### config.mk
export PLATFORM = sky130hd
export DESIGN_NAME = wallace_mult_pipe
export DESIGN_NICKNAME = d
export VERILOG_FILES = /design/src/rtl/wallace_mult_pipe.sv
export SDC_FILE = /design/constraint.sdc
export NUM_CORES = 1
export LEC_CHECK = 0
export ABC_AREA = 1
export BUFFER_PORTS_ARGS = -buffer_cell sky130_fd_sc_hd__buf_2
export CORE_MARGIN = 2
export CORE_UTILIZATION = 57
export DETAILED_ROUTE_END_ITERATION = 7
export PLACE_DENSITY_LB_ADDON = 0.25
export RECOVER_POWER = 50
export SLEW_MARGIN = 30
export SYNTH_ARGS = -nofsm -noshare
export SYNTH_HDL_FRONTEND = slang
export SYNTH_SLANG_ARGS = --single-unit
export TNS_END_PERCENT = 1
### constraint.sdc
create_clock -name clk -period 5.3 [get_ports clk]
set_input_delay 0 -clock clk [delete_from_list [all_inputs] [get_ports clk]]
set_output_delay 0 -clock clk [all_outputs]
set_load 0.01 [all_outputs]
### src/rtl/wallace_mult_pipe.sv
// wallace_mult_pipe: unsigned 8x8 -> 16-bit pipelined Wallace-tree multiplier.
// Three register stages: operand capture, carry-save rows, final sum.
// Latency: operands sampled at edge k appear on out after edge k+2.
// Optional macro WALLACE_VALID_EN adds in_valid/out_valid that travel
// alongside the data through a 3-stage valid pipeline.
module wallace_mult_pipe (
  input  logic        clk,
  input  logic        reset,
  input  logic [7:0]  a,
  input  logic [7:0]  b,
`ifdef WALLACE_VALID_EN
  input  logic        in_valid,
  output logic        out_valid,
`endif
  output logic [15:0] out
);

  // Full adder (3:2): returns {carry, sum}.
  function automatic logic [1:0] fa(input logic x, input logic y, input logic z);
    return {(x & y) | (x & z) | (y & z), x ^ y ^ z};
  endfunction

  // Half adder (2:2): returns {carry, sum}.
  function automatic logic [1:0] ha(input logic x, input logic y);
    return {x & y, x ^ y};
  endfunction

  // One row of full adders across all 16 columns: returns {carry_row, sum_row}.
  // The carry out of column 15 has weight 2^16 and is dropped; the product
  // never reaches that weight, so the tree stays exact modulo 2^16.
  function automatic logic [31:0] csa3(input logic [15:0] x,
                                       input logic [15:0] y,
                                       input logic [15:0] z);
    logic [15:0] s;
    logic [15:0] c;
    logic [1:0]  t;
    s    = '0;
    c    = '0;
    for (int unsigned i = 0; i < 15; i++) begin
      t      = fa(x[i], y[i], z[i]);
      s[i]   = t[0];
      c[i+1] = t[1];
    end
    s[15] = x[15] ^ y[15] ^ z[15];
    return {c, s};
  endfunction

  // One row of half adders across all 16 columns: returns {carry_row, sum_row}.
  function automatic logic [31:0] csa2(input logic [15:0] x,
                                       input logic [15:0] y);
    logic [15:0] s;
    logic [15:0] c;
    logic [1:0]  t;
    s    = '0;
    c    = '0;
    for (int unsigned i = 0; i < 15; i++) begin
      t      = ha(x[i], y[i]);
      s[i]   = t[0];
      c[i+1] = t[1];
    end
    s[15] = x[15] ^ y[15];
    return {c, s};
  endfunction

  // Stage 0 registers
  logic [7:0]  r_a;
  logic [7:0]  r_b;
  // Stage 1 registers
  logic [15:0] r_sum_row;
  logic [15:0] r_carry_row;
  // Stage 2 register
  logic [15:0] r_out;

  // Partial products, each row pre-shifted to its weight
  logic [15:0] w_pp [8];

  // Layer 1: 8 rows -> 6 rows
  logic [15:0] w_l1_s0, w_l1_c0, w_l1_s1, w_l1_c1, w_l1_s2, w_l1_c2;
  // Layer 2: 6 rows -> 4 rows
  logic [15:0] w_l2_s0, w_l2_c0, w_l2_s1, w_l2_c1;
  // Layer 3: 4 rows -> 3 rows
  logic [15:0] w_l3_s0, w_l3_c0;
  // Layer 4: 3 rows -> 2 rows
  logic [15:0] w_l4_s, w_l4_c;
  // Final carry-propagate sum
  logic [15:0] w_final;

  // Partial-product generation: row i is (a_r & b_r[i]) weighted by 2^i
  always_comb begin
    for (int unsigned i = 0; i < 8; i++) begin
      w_pp[i]        = '0;
      w_pp[i][i +: 8] = r_a & {8{r_b[i]}};
    end
  end

  assign {w_l1_c0, w_l1_s0} = csa3(w_pp[0], w_pp[1], w_pp[2]);
  assign {w_l1_c1, w_l1_s1} = csa3(w_pp[3], w_pp[4], w_pp[5]);
  assign {w_l1_c2, w_l1_s2} = csa2(w_pp[6], w_pp[7]);

  assign {w_l2_c0, w_l2_s0} = csa3(w_l1_s0, w_l1_c0, w_l1_s1);
  assign {w_l2_c1, w_l2_s1} = csa3(w_l1_c1, w_l1_s2, w_l1_c2);

  // Fourth row (w_l2_c1) passes through this layer untouched
  assign {w_l3_c0, w_l3_s0} = csa3(w_l2_s0, w_l2_c0, w_l2_s1);

  assign {w_l4_c, w_l4_s}   = csa3(w_l3_s0, w_l3_c0, w_l2_c1);

  // Carry out of bit 15 is discarded; it is always 0 for 8-bit operands
  assign w_final = r_sum_row + r_carry_row;

  // Stage 0: capture operands
  always_ff @(posedge clk) begin
    if (reset) begin
      r_a <= '0;
      r_b <= '0;
    end else begin
      r_a <= a;
      r_b <= b;
    end
  end

  // Stage 1: register the two carry-save rows
  always_ff @(posedge clk) begin
    if (reset) begin
      r_sum_row   <= '0;
      r_carry_row <= '0;
    end else begin
      r_sum_row   <= w_l4_s;
      r_carry_row <= w_l4_c;
    end
  end

  // Stage 2: register the final product
  always_ff @(posedge clk) begin
    if (reset) begin
      r_out <= '0;
    end else begin
      r_out <= w_final;
    end
  end

  assign out = r_out;

`ifdef WALLACE_VALID_EN
  logic [2:0] r_vld;

  // Valid pipeline: shifts in lock-step with the data stages
  always_ff @(posedge clk) begin
    if (reset) begin
      r_vld <= '0;
    end else begin
      r_vld <= {r_vld[1:0], in_valid};
    end
  end

  assign out_valid = r_vld[2];
`endif

endmodule

-- Yosys cells after proc, flatten, opt, wreduce, memory -nomap -nowiden
Index checks and enable logic that the tools add are counted.
- output and inout port bits: 16
- flip-flop bits (word level): 64
- $add $sub $neg: 1
- bitwise logic cells: 315
- operator list (kind ; number):
    $and A1 B1 Y1 ; 135
    $xor A1 B1 Y1 ; 98
    $or A1 B1 Y1 ; 74
    $and A8 B8 Y8 ; 8
    $add A16 B16 Y16 ; 1

-- Logic depth before layout (Yosys ltp)
Gate-level depths: netlist of run 1.
- word-level depth: 13
- depth in mapped cells: 11
- gate-level depth less buffers: 10

-- Worst setup path before layout of run 1
OpenSTA, ideal clock, no wires.
- path kind: register -> register
- from: register r_a[7]
- to: register r_sum_row[7]
- arrival: 2825 ps
- path slack: 2410 ps
- library setup time: 65 ps
- buffers on the path: 1
- stages on the path, launching flop included: 10
- clock period less this slack: 2890 ps
- path through: dfxtp_1 clkbuf_1 nand2_1 fa_1 fa_1 fa_1 inv_1 fa_1 inv_1 nor2_1
- cells in the longest elaborated chain, start to end: 9
- ends and longest elaborated chain (what ; line ; source):
    from (decl) ; 66 ; logic [7:0] r_a;
    from (signal assigned) ; 114 ; r_a <= '0;
    from (signal assigned) ; 117 ; r_a <= a;
    $and A8 B8 Y8 ; 92 ; w_pp[i][i +: 8] = r_a & {8{r_b[i]}};
    $xor A1 B1 Y1 (8 in a row) ; 20 ; return {(x & y) | (x & z) | (y & z), x ^ y ^ z};
    net w_l4_s[7] ; 84 ; logic [15:0] w_l4_s, w_l4_c;
    to (signal assigned) ; 128 ; r_sum_row <= w_l4_s;
    to (decl) ; 69 ; logic [15:0] r_sum_row;
The timed path passes the listed nets, and every way through them passes these cells.
A chain may end at the register's enable or synchronous reset.

-- Final worst setup path of run 1
Same ends and word-level chain as after synthesis.

==> flow_metrics.env, run 1 <==
export IMPL_avgSynthCellArea_um2=7.55
export IMPL_drv_slew=53
export IMPL_status="finished with violations"
export IMPL_period_minus_slack_ns=2.97
export IMPL_max_clock_freq_mhz=337
export IMPL_criticalPathCategory="reg2reg"
export IMPL_core_area_um2=6680
export IMPL_worstHoldStart="b[7]"
export IMPL_ir_drop_mv=0.142
export IMPL_grt_max_degree=53
export IMPL_via_per_inst=4.43
export IMPL_hold_viol=0
export IMPL_gp_congestion=0.871
export IMPL_fin_cells=637
export IMPL_rows=30
export IMPL_reg2reg_slack_ns=2.33
export IMPL_drc=0
export IMPL_cp_end_kind="flop"
export IMPL_grt_pass1_wl_um=11300
export IMPL_tightest_slew_ns=2.02
export IMPL_port_buffer_count=33
export IMPL_hp_class="in2reg"
export IMPL_initial_utilization=0.581
export IMPL_die_h_um=86.5
export IMPL_finalSetupViolCount=0
export IMPL_skew_ns=0.00965
export IMPL_synth_warnings=0
export IMPL_tns_ns=0
export IMPL_die_area_um2=7480
export IMPL_synth_area_um2=3880
export IMPL_start_kind="flop"
export IMPL_yosys_top_cells_area="dfxtp_1, fa_1, inv_1, ha_1, nand2_1"
export IMPL_cts_sinks=59
export IMPL_arrival_ns=3.12
export IMPL_dr_pass1_iters=5
export IMPL_clk_path_buf_depth=2
export IMPL_fin_crit_sh=0.560
export IMPL_antenna_cells=0
export IMPL_post_place_ws_ns=2.36
export IMPL_wl_um=6350
export IMPL_vias=2819
export IMPL_die_w_um=86.5
export IMPL_hold_depth=4
export IMPL_clk_latency_ns=0.34
export IMPL_drtIter0Drc=66
export IMPL_slew_limit_headroom=-0.346
export IMPL_grt_pass1_vias=2711
export IMPL_power_density_nw_per_um2=235
export IMPL_final_layout_size_suffix_gt1_frac=0.0736
export IMPL_antenna_found_initial=0
export IMPL_final_util=0.658
export IMPL_cts_buffers=9
export IMPL_ios=34
export IMPL_required_ns=5.45
export IMPL_dp_hpwl_um=4950
export IMPL_setup_ws_ns=2.33
export IMPL_r2r_cells=8
export IMPL_synth_top_cell_area_share=0.304
export IMPL_r2r_end="r_sum_row[7]$_SDFF_PP0_"
export IMPL_grt_ovfl_total=0
export IMPL_wl_per_cell_um=9.96
export IMPL_synth_seq_area_share=0.304
export IMPL_syn_nets=604
export IMPL_synth_distinct_cells=21
export IMPL_cts_tree="built"
export IMPL_dp_cells=605
export IMPL_hold_end="r_b[7]$_SDFF_PP0_"
export IMPL_rsz0062_at_grt="no"
export IMPL_drv_cap=1
export IMPL_violations="capacitance limit, slew limit"
export IMPL_power_leakage_uw=0.00258
export IMPL_finalNetCount=642
export IMPL_antenna_left=0
export IMPL_r2r_start="r_a[7]$_SDFF_PP0_"
export IMPL_root_buffer="clkbuf_8"
export IMPL_n_fill_cell=577
export IMPL_ys_ff_latch=59
export IMPL_worstPathMaxFanout=8
export IMPL_syn2layout_area_growth_pct=13.4
export IMPL_cts_max_level=3
export IMPL_syn_inst=514
export IMPL_clkTransAtPathRegs_ns=0.07
export IMPL_yosysTopAreaCell="dfxtp_1"
export IMPL_track_usage=0.194
## how the worst max path moves through the flow
stage / startpoint / end / slack [ns] / cells after the start
CTS: r_a[7]$_SDFF_PP0_ / r_sum_row[7]$_SDFF_PP0_ / 2.37 / 8
detailed placement: r_a[7]$_SDFF_PP0_ / r_sum_row[7]$_SDFF_PP0_ / 2.36 / 8
floorplan: r_a[7]$_SDFF_PP0_ / r_sum_row[7]$_SDFF_PP0_ / 2.41 / 9
global placement: r_a[3]$_SDFF_PP0_ / r_sum_row[7]$_SDFF_PP0_ / 2.44 / 10
global route: r_a[3]$_SDFF_PP0_ / r_carry_row[8]$_SDFF_PP0_ / 2.14 / 10
finish: r_a[7]$_SDFF_PP0_ / r_sum_row[7]$_SDFF_PP0_ / 2.33 / 8
## Yosys cell counts
library cell,count
nor2_1,67
a21oi_1,6
o21ai_0,1
nand2_2,1
fa_1,38
ha_1,34
dfxtp_1,59
a21oi_2,1
buf_2,3
xnor2_1,1
clkinv_1,1
nand2_1,105
a21oi_4,1
nand3_2,1
clkbuf_1,19
nor2_2,4
xor2_1,1
inv_2,1
inv_1,159
nand3_1,9
nand4_1,2
## cell families (layout without fill, tap and decap cells)
logic type      count (synthesis)  after routing  synth area share
compound gates                  9              9            0.0155
fa+ha+maj                      72             72             0.306
flops                          59             59             0.304
simple gates                  189            189             0.192
buf+inv                       183            226             0.178
xor+xnor                        2              2           0.00452
## what timing repair did
| action | CTS | global route |
|---|---|---|
| resized for setup | 0 | 0 |
| hold buffers | 16 | 0 |
| setup buffers | 0 | 0 |
| endpoints found under the hold margin | 16 | 0 |
## worst max-delay path, cell delays in order, from the launching register on
cell	delay [ns]
dfxtp_1	0.46
nand2_1	0.12
fa_1	0.51
fa_1	0.52
fa_1	0.56
inv_1	0.06
fa_1	0.46
inv_1	0.06
nor2_1	0.03
## stage by stage
step                      power (uW)  area (um2)  hold WS, ns
after floorplan                  590        3880        0.107
after global placement           617        4060        0.198
after detailed placement         623        4060        0.206
after CTS                       1050        4420        0.253
after global routing            1090        4400        0.407
final                           1030        4400        0.392
## layer usage
layer | up-vias | part of all wire | GRT usage
met3 | 12 | 0.041 | 0.0524
met2 | 57 | 0.49 | 0.336
met5 | - | 0 | 0
met4 | 0 | 0.017 | 0.0668
met1 | 1247 | 0.45 | 0.234
li1 | 1503 | - | -
## cell usage in the layout (no fill, tap or decap)
cell type,netlist,layout
a21oi_4,1,1
a21oi_2,1,1
clkinv_2,0,2
dlygate4sd3_1,0,16
dfxtp_1,59,59
nand3_1,9,9
inv_6,0,1
inv_1,159,159
clkbuf_8,0,10
nor2_1,67,67
bufinv_16,0,1
nor2_2,4,4
nand3_2,1,1
ha_1,34,34
o21ai_0,1,1
nand2_2,1,1
clkinv_1,1,1
xnor2_1,1,1
clkinvlp_4,0,2
inv_2,1,1
buf_2,3,16
nand2_1,105,105
xor2_1,1,1
fa_1,38,38
nand4_1,2,2
clkbuf_1,19,17
a21oi_1,6,6
## state kept, by name, indices dropped and copies added, names as in the netlist
| register | count |
|---|---|
| out | 16 |
| r_sum_row | 16 |
| r_carry_row | 11 |
| r_a | 8 |
| r_b | 8 |
## layout make-up
class	count	area (um2)	area share
flip-flops and latches	59	1180	0.268
well taps	80	100	0.0228
inverters	161	604	0.137
multi-input cells	272	2010	0.456
clock inverters	6	63.8	0.0145
repair buffers	49	304	0.0691
clock buffers	10	138	0.0313
## power by group
group | internal [uW] | switching (uW) | leakage [uW] | total (uW)
clock network | 229 | 186 | 0.0000987 | 416
logic | 56.8 | 76.2 | 0.00200 | 133
registers | 466 | 19.2 | 0.000483 | 486
Note: power is estimated with default switching activity, not from simulation.
==> run 2: changes to the inputs <==
==> constraint.sdc (replaced) <==
create_clock -name clk -period 3 [get_ports clk]
set_input_delay 0 -clock clk [delete_from_list [all_inputs] [get_ports clk]]
set_output_delay 0 -clock clk [all_outputs]
set_load 0.01 [all_outputs]
==> run 2 against run 1 <==
The flow now finishes without violations. Clock power rose by 75%. Cell count rose by 0.94%. Worst setup slack got worse by 2.2 ns. Power rose by 77%. Routed wire length rose by 2.2%. Non-clock buffer count rose by 6. Via count rose by 2.9%. Clock skew fell by 0.0010 ns. First-iteration DRC count rose by 32%. Fmax rose by 4.2%. Combinational power rose by 82%. Highest routed layer unchanged.
==> flow_metrics.env, run 2 (synthesized netlist as in run 1, its figures left out) <==
export IMPL_ir_drop_mv=0.195
export IMPL_syn2layout_area_growth_pct=15.0
export IMPL_clk_path_buf_depth=2
export IMPL_track_usage=0.200
export IMPL_cts_tree="built"
export IMPL_critical_path_top_delay_family="adder cells"
export IMPL_grt_pass1_vias=2766
export IMPL_hold_viol=0
export IMPL_wl_um=6490
export IMPL_dr_pass1_iters=4
export IMPL_use_met2=0.352
export IMPL_finalSetupViolCount=0
export IMPL_clkTransAtPathRegs_ns=0.07
export IMPL_mostFrequentLayoutCells="inv_1, nand2_1, nor2_1, dfxtp_1, fa_1"
export IMPL_power_leakage_uw=0.00261
export IMPL_setup_ws_ns=0.154
export IMPL_hp_class="in2reg"
export IMPL_tns_ns=0
export IMPL_vias=2901
export IMPL_drv_cap=0
export IMPL_post_place_ws_ns=0.0532
export IMPL_worstPathMaxFanout=8
export IMPL_start_kind="flop"
export IMPL_finalNetCount=648
export IMPL_fin_hold_ws_ns=0.397
export IMPL_rsz0062_at_grt="no"
export IMPL_n_fill_cell=578
export IMPL_cts_sinks=59
export IMPL_period_minus_slack_ns=2.85
export IMPL_cp_end_kind="flop"
export IMPL_met3_usage=0.0514
export IMPL_drc=0
export IMPL_max_clock_freq_mhz=351
export IMPL_root_buffer="clkbuf_8"
export IMPL_rows=30
export IMPL_cp_slowest_stage_delay_ns=0.54
export IMPL_slew_limit_headroom=0.719
export IMPL_cts_buffers=9
export IMPL_antenna_cells=0
export IMPL_die_w_um=86.5
export IMPL_fin_crit_sh=0.949
export IMPL_grt_pass1_wl_um=11600
export IMPL_grt_ovfl_total=0
export IMPL_arrival_ns=3.11
export IMPL_final_layout_size_suffix_gt1_frac=0.0977
export IMPL_via_per_inst=4.51
export IMPL_initial_utilization=0.581
export IMPL_dp_hpwl_um=4990
export IMPL_status="finished, final reports clean"
export IMPL_final_common_cell="inv_1"
export IMPL_required_ns=3.27
export IMPL_clk_latency_ns=0.33
export IMPL_path_buf_inv=4
export IMPL_tightest_slew_ns=0.421
export IMPL_grt_util_met1=0.233
export IMPL_path_cells="nand2_1, inv_1, fa_1, inv_1, fa_1, fa_1, inv_1, fa_1, inv_1, nor2_1"
export IMPL_core_area_um2=6680
export IMPL_cp_slowest_cell="fa_1"
export IMPL_ios=34
export IMPL_port_buffer_count=33
export IMPL_cts_max_level=3
export IMPL_grt_max_degree=48
export IMPL_die_area_um2=7480
export IMPL_drtIter0Drc=87
export IMPL_antenna_left=0
export IMPL_power_density_nw_per_um2=409
export IMPL_die_h_um=86.5
export IMPL_post_cts_repair_setup_buffers=0
export IMPL_skew_ns=0.00863
export IMPL_drv_slew=0
export IMPL_criticalPathCategory="reg2reg"
export IMPL_antenna_found_initial=0
export IMPL_busiest_layer="met2"
export IMPL_wl_per_cell_um=10.1
export IMPL_gp_congestion=0.842
-- run 2: changes by cell type in the layout (fill, tap and decap cells not counted) --
cell,change
buf_4,+4
dfxtp_1,-10
dfxtp_2,+10
dlygate4sd3_1,+2
-- run 2: report_power, final --
group / switching, uW / internal [uW] / total (uW) / leakage, uW
Sequential: 32.3 / 825 / 858 / 0.000486
Combinational: 138 / 104 / 242 / 0.00203
Clock: 322 / 405 / 727 / 0.0000987
Total: 492 / 1340 / 1830 / 0.00261
-- run 2: worst min-delay path: cells and delay by family --
kind / cells / cell delay [ns]
buffers and inverters: 3 / 0.64
AND/OR/NAND/NOR: 1 / 0.06
-- run 2: per-stage QoR --
stage,utilization,std cells,power (uW),instance area [um2]
after floorplan,-,514,1040,3880
after global placement,0.612,609,1090,4090
after detailed placement,0.612,609,1100,4090
after CTS,0.669,643,1850,4470
after global routing,0.668,643,1940,4460
final,0.668,643,1830,4460
-- run 2: layout make-up --
type	instances	area, um2	share of cell area
clock buffer	10	138	0.0308
clock inverter	6	63.8	0.0143
inverter	161	604	0.135
multi-input combinational	272	2010	0.450
sequential	59	1190	0.268
tap	80	100	0.0224
timing repair buffer	55	354	0.0794
-- run 2: final timing paths --
path | end | from | slack (ns) | cells past startpoint
max | r_sum_row[7]$_SDFF_PP0_ | r_a[4]$_SDFF_PP0_ | 0.15 | 10
min | r_b[2]$_SDFF_PP0_ | b[2] | 0.40 | 4
max reg2reg | r_sum_row[7]$_SDFF_PP0_ | r_a[4]$_SDFF_PP0_ | 0.15 | 10
min reg2reg | out[4]$_SDFF_PP0_ | r_sum_row[4]$_SDFF_PP0_ | 0.40 | 2
-- run 2: what timing repair did --
action / CTS / global route
setup endpoints to repair: 0 / 6
gates resized for setup: 0 / 10
hold buffers: 18 / 0
endpoints found under the hold margin: 19 / 0
-- run 2: layer usage --
layer	share of wire	routed length, um
met5	0	0
met3	0.041	269
met1	0.43	2810
met2	0.51	3290
met4	0.018	116
==> run 3: changes to the inputs <==
--- a/config.mk
+++ b/config.mk
@@ -10,6 +10,8 @@
 export CORE_MARGIN = 2
 export CORE_UTILIZATION = 57
 export DETAILED_ROUTE_END_ITERATION = 7
+export HOLD_SLACK_MARGIN = 0.06
+export MAX_ROUTING_LAYER = met4
 export PLACE_DENSITY_LB_ADDON = 0.25
 export RECOVER_POWER = 50
 export SLEW_MARGIN = 30
==> run 3 against run 2 <==
Critical path type unchanged. Register-to-register slack about the same. Worst setup slack worse by 0.014 ns. Combinational power about the same. Power up 5.1%. Count of clock-buffer cells in the layout up 2. Sequential cell count unchanged. Largest cell class unchanged. Routed wire length up 1.9%. Fmax down 0.49%. Global-route usage up 0.31 points.
==> flow_metrics.env, run 3 (synthesized netlist as in run 1, its figures left out) <==
export IMPL_status="finished, final reports clean"
export IMPL_drtIter0Drc=75
export IMPL_die_area_um2=7480
export IMPL_worstSetupStartpoint="r_b[4]$_SDFF_PP0_"
export IMPL_clk_latency_ns=0.34
export IMPL_clkTransAtPathRegs_ns=0.07
export IMPL_initial_utilization=0.581
export IMPL_die_w_um=86.5
export IMPL_cp_slowest_cell="fa_1"
export IMPL_tightest_slew_ns=0.432
export IMPL_mostFrequentLayoutCells="inv_1, nand2_1, nor2_1, dfxtp_1, fa_1"
export IMPL_drv_slew=0
export IMPL_r2r_cells=10
export IMPL_cts_buffers=9
export IMPL_grt_pass1_vias=2733
export IMPL_r2r_start="r_b[4]$_SDFF_PP0_"
export IMPL_gp_congestion=0.871
export IMPL_cp_end_kind="flop"
export IMPL_path_cells="nand2_1, inv_1, fa_1, inv_1, fa_1, fa_1, inv_1, fa_1, inv_1, nor2_1"
export IMPL_max_clock_freq_mhz=350
export IMPL_required_ns=3.27
export IMPL_skew_ns=0.0103
export IMPL_grt_max_degree=48
export IMPL_final_layout_size_suffix_gt1_frac=0.0941
export IMPL_core_area_um2=6680
export IMPL_via_per_inst=4.50
export IMPL_rows=30
export IMPL_rsz0062_at_grt="no"
export IMPL_period_minus_slack_ns=2.86
export IMPL_wl_per_cell_um=10.3
export IMPL_post_cts_repair_setup_buffers=0
export IMPL_slew_limit_headroom=0.712
export IMPL_hold_viol=0
export IMPL_vias=2891
export IMPL_criticalPathCategory="reg2reg"
export IMPL_finalSetupViolCount=0
export IMPL_wl_um=6610
export IMPL_clk_path_buf_depth=2
export IMPL_hp_class="in2reg"
export IMPL_final_common_cell="inv_1"
export IMPL_die_h_um=86.5
export IMPL_worstPathMaxFanout=8
export IMPL_port_buffer_count=33
export IMPL_drc=0
export IMPL_cp_slowest_stage_delay_ns=0.54
export IMPL_power_density_nw_per_um2=428
export IMPL_track_usage=0.203
export IMPL_syn2layout_area_growth_pct=15.6
export IMPL_dr_pass1_iters=5
export IMPL_antenna_cells=0
export IMPL_tns_ns=0
export IMPL_post_place_ws_ns=0.0704
export IMPL_grt_ovfl_total=0
export IMPL_drv_cap=0
export IMPL_grt_pass1_wl_um=11400
export IMPL_finalNetCount=648
export IMPL_setup_ws_ns=0.140
export IMPL_power_leakage_uw=0.00262
export IMPL_reg2reg_slack_ns=0.14
export IMPL_cts_max_level=3
export IMPL_ir_drop_mv=0.324
export IMPL_start_kind="flop"
export IMPL_antenna_left=0
export IMPL_dp_hpwl_um=5060
export IMPL_n_fill_cell=575
export IMPL_antenna_found_initial=0
export IMPL_ios=34
export IMPL_fin_crit_sh=0.953
export IMPL_arrival_ns=3.13
export IMPL_cts_tree="built"
export IMPL_endpoint="r_sum_row[9]$_SDFF_PP0_"
export IMPL_cts_sinks=59
export IMPL_root_buffer="clkbuf_8"
export IMPL_r2r_end="r_sum_row[9]$_SDFF_PP0_"
-- run 3: what timing repair did --
item,4_1_cts,5_1_grt
endpoints found under the setup margin,0,4
hold endpoints to repair,19,0
hold buffers,18,0
gates resized for setup,0,9
-- run 3: critical path: cells and delay by family, from the launching register on --
kind	cells	cell delay, ns
buffers and inverters	4	0.26
AND/OR/NAND/NOR	2	0.15
flip-flops	1	0.46
adder cells (fa/ha/maj)	4	1.92
-- run 3: power by group --
part | internal, uW | total [uW] | switching (uW)
combinational | 105 | 244 | 139
sequential | 825 | 857 | 32.0
clock | 512 | 818 | 306
-- run 3: worst min-delay path by stage --
stage | from | to | slack, ns | cells after the start
after floorplan | a[0] | r_a[0]$_SDFF_PP0_ | 0.11 | 2
after global placement | a[2] | r_a[2]$_SDFF_PP0_ | 0.20 | 3
after detailed placement | b[2] | r_b[2]$_SDFF_PP0_ | 0.21 | 3
after global routing | a[1] | r_a[1]$_SDFF_PP0_ | 0.39 | 4
after CTS | a[1] | r_a[1]$_SDFF_PP0_ | 0.37 | 4
final | b[2] | r_b[2]$_SDFF_PP0_ | 0.39 | 4
-- run 3: layout make-up --
cell class                      instances  area [um2]  share of cell area
Multi-Input combinational cell        272        2010               0.448
Timing Repair Buffer                   55         354              0.0789
Clock buffer                           12         155              0.0346
Clock inverter                          4        72.6              0.0162
Inverter                              161         604               0.135
Sequential cell                        59        1190               0.266
Tap cell                               80         100              0.0223
-- run 3: layer usage --
| metal | GRT usage | routed length (um) | vias to the layer above |
|---|---|---|---|
| met5 | - | 0 | - |
| met4 | 0.0781 | 65 | 0 |
| met3 | 0.0533 | 219 | 6 |
| met2 | 0.347 | 3400 | 53 |
| met1 | 0.226 | 2930 | 1318 |
| li1 | - | - | 1514 |
-- run 3: metrics by stage --
step / std cells / area [um2] / util / total power, uW / hold slack (ns)
6_report: 643 / 4490 / 0.672 / 1920 / 0.395
5_1_grt: 643 / 4490 / 0.672 / 2040 / 0.386
4_1_cts: 643 / 4500 / 0.673 / 1950 / 0.367
3_5_place_dp: 609 / 4090 / 0.612 / 1100 / 0.206
3_3_place_gp: 609 / 4090 / 0.612 / 1090 / 0.200
2_1_floorplan: 514 / 3880 / - / 1040 / 0.107
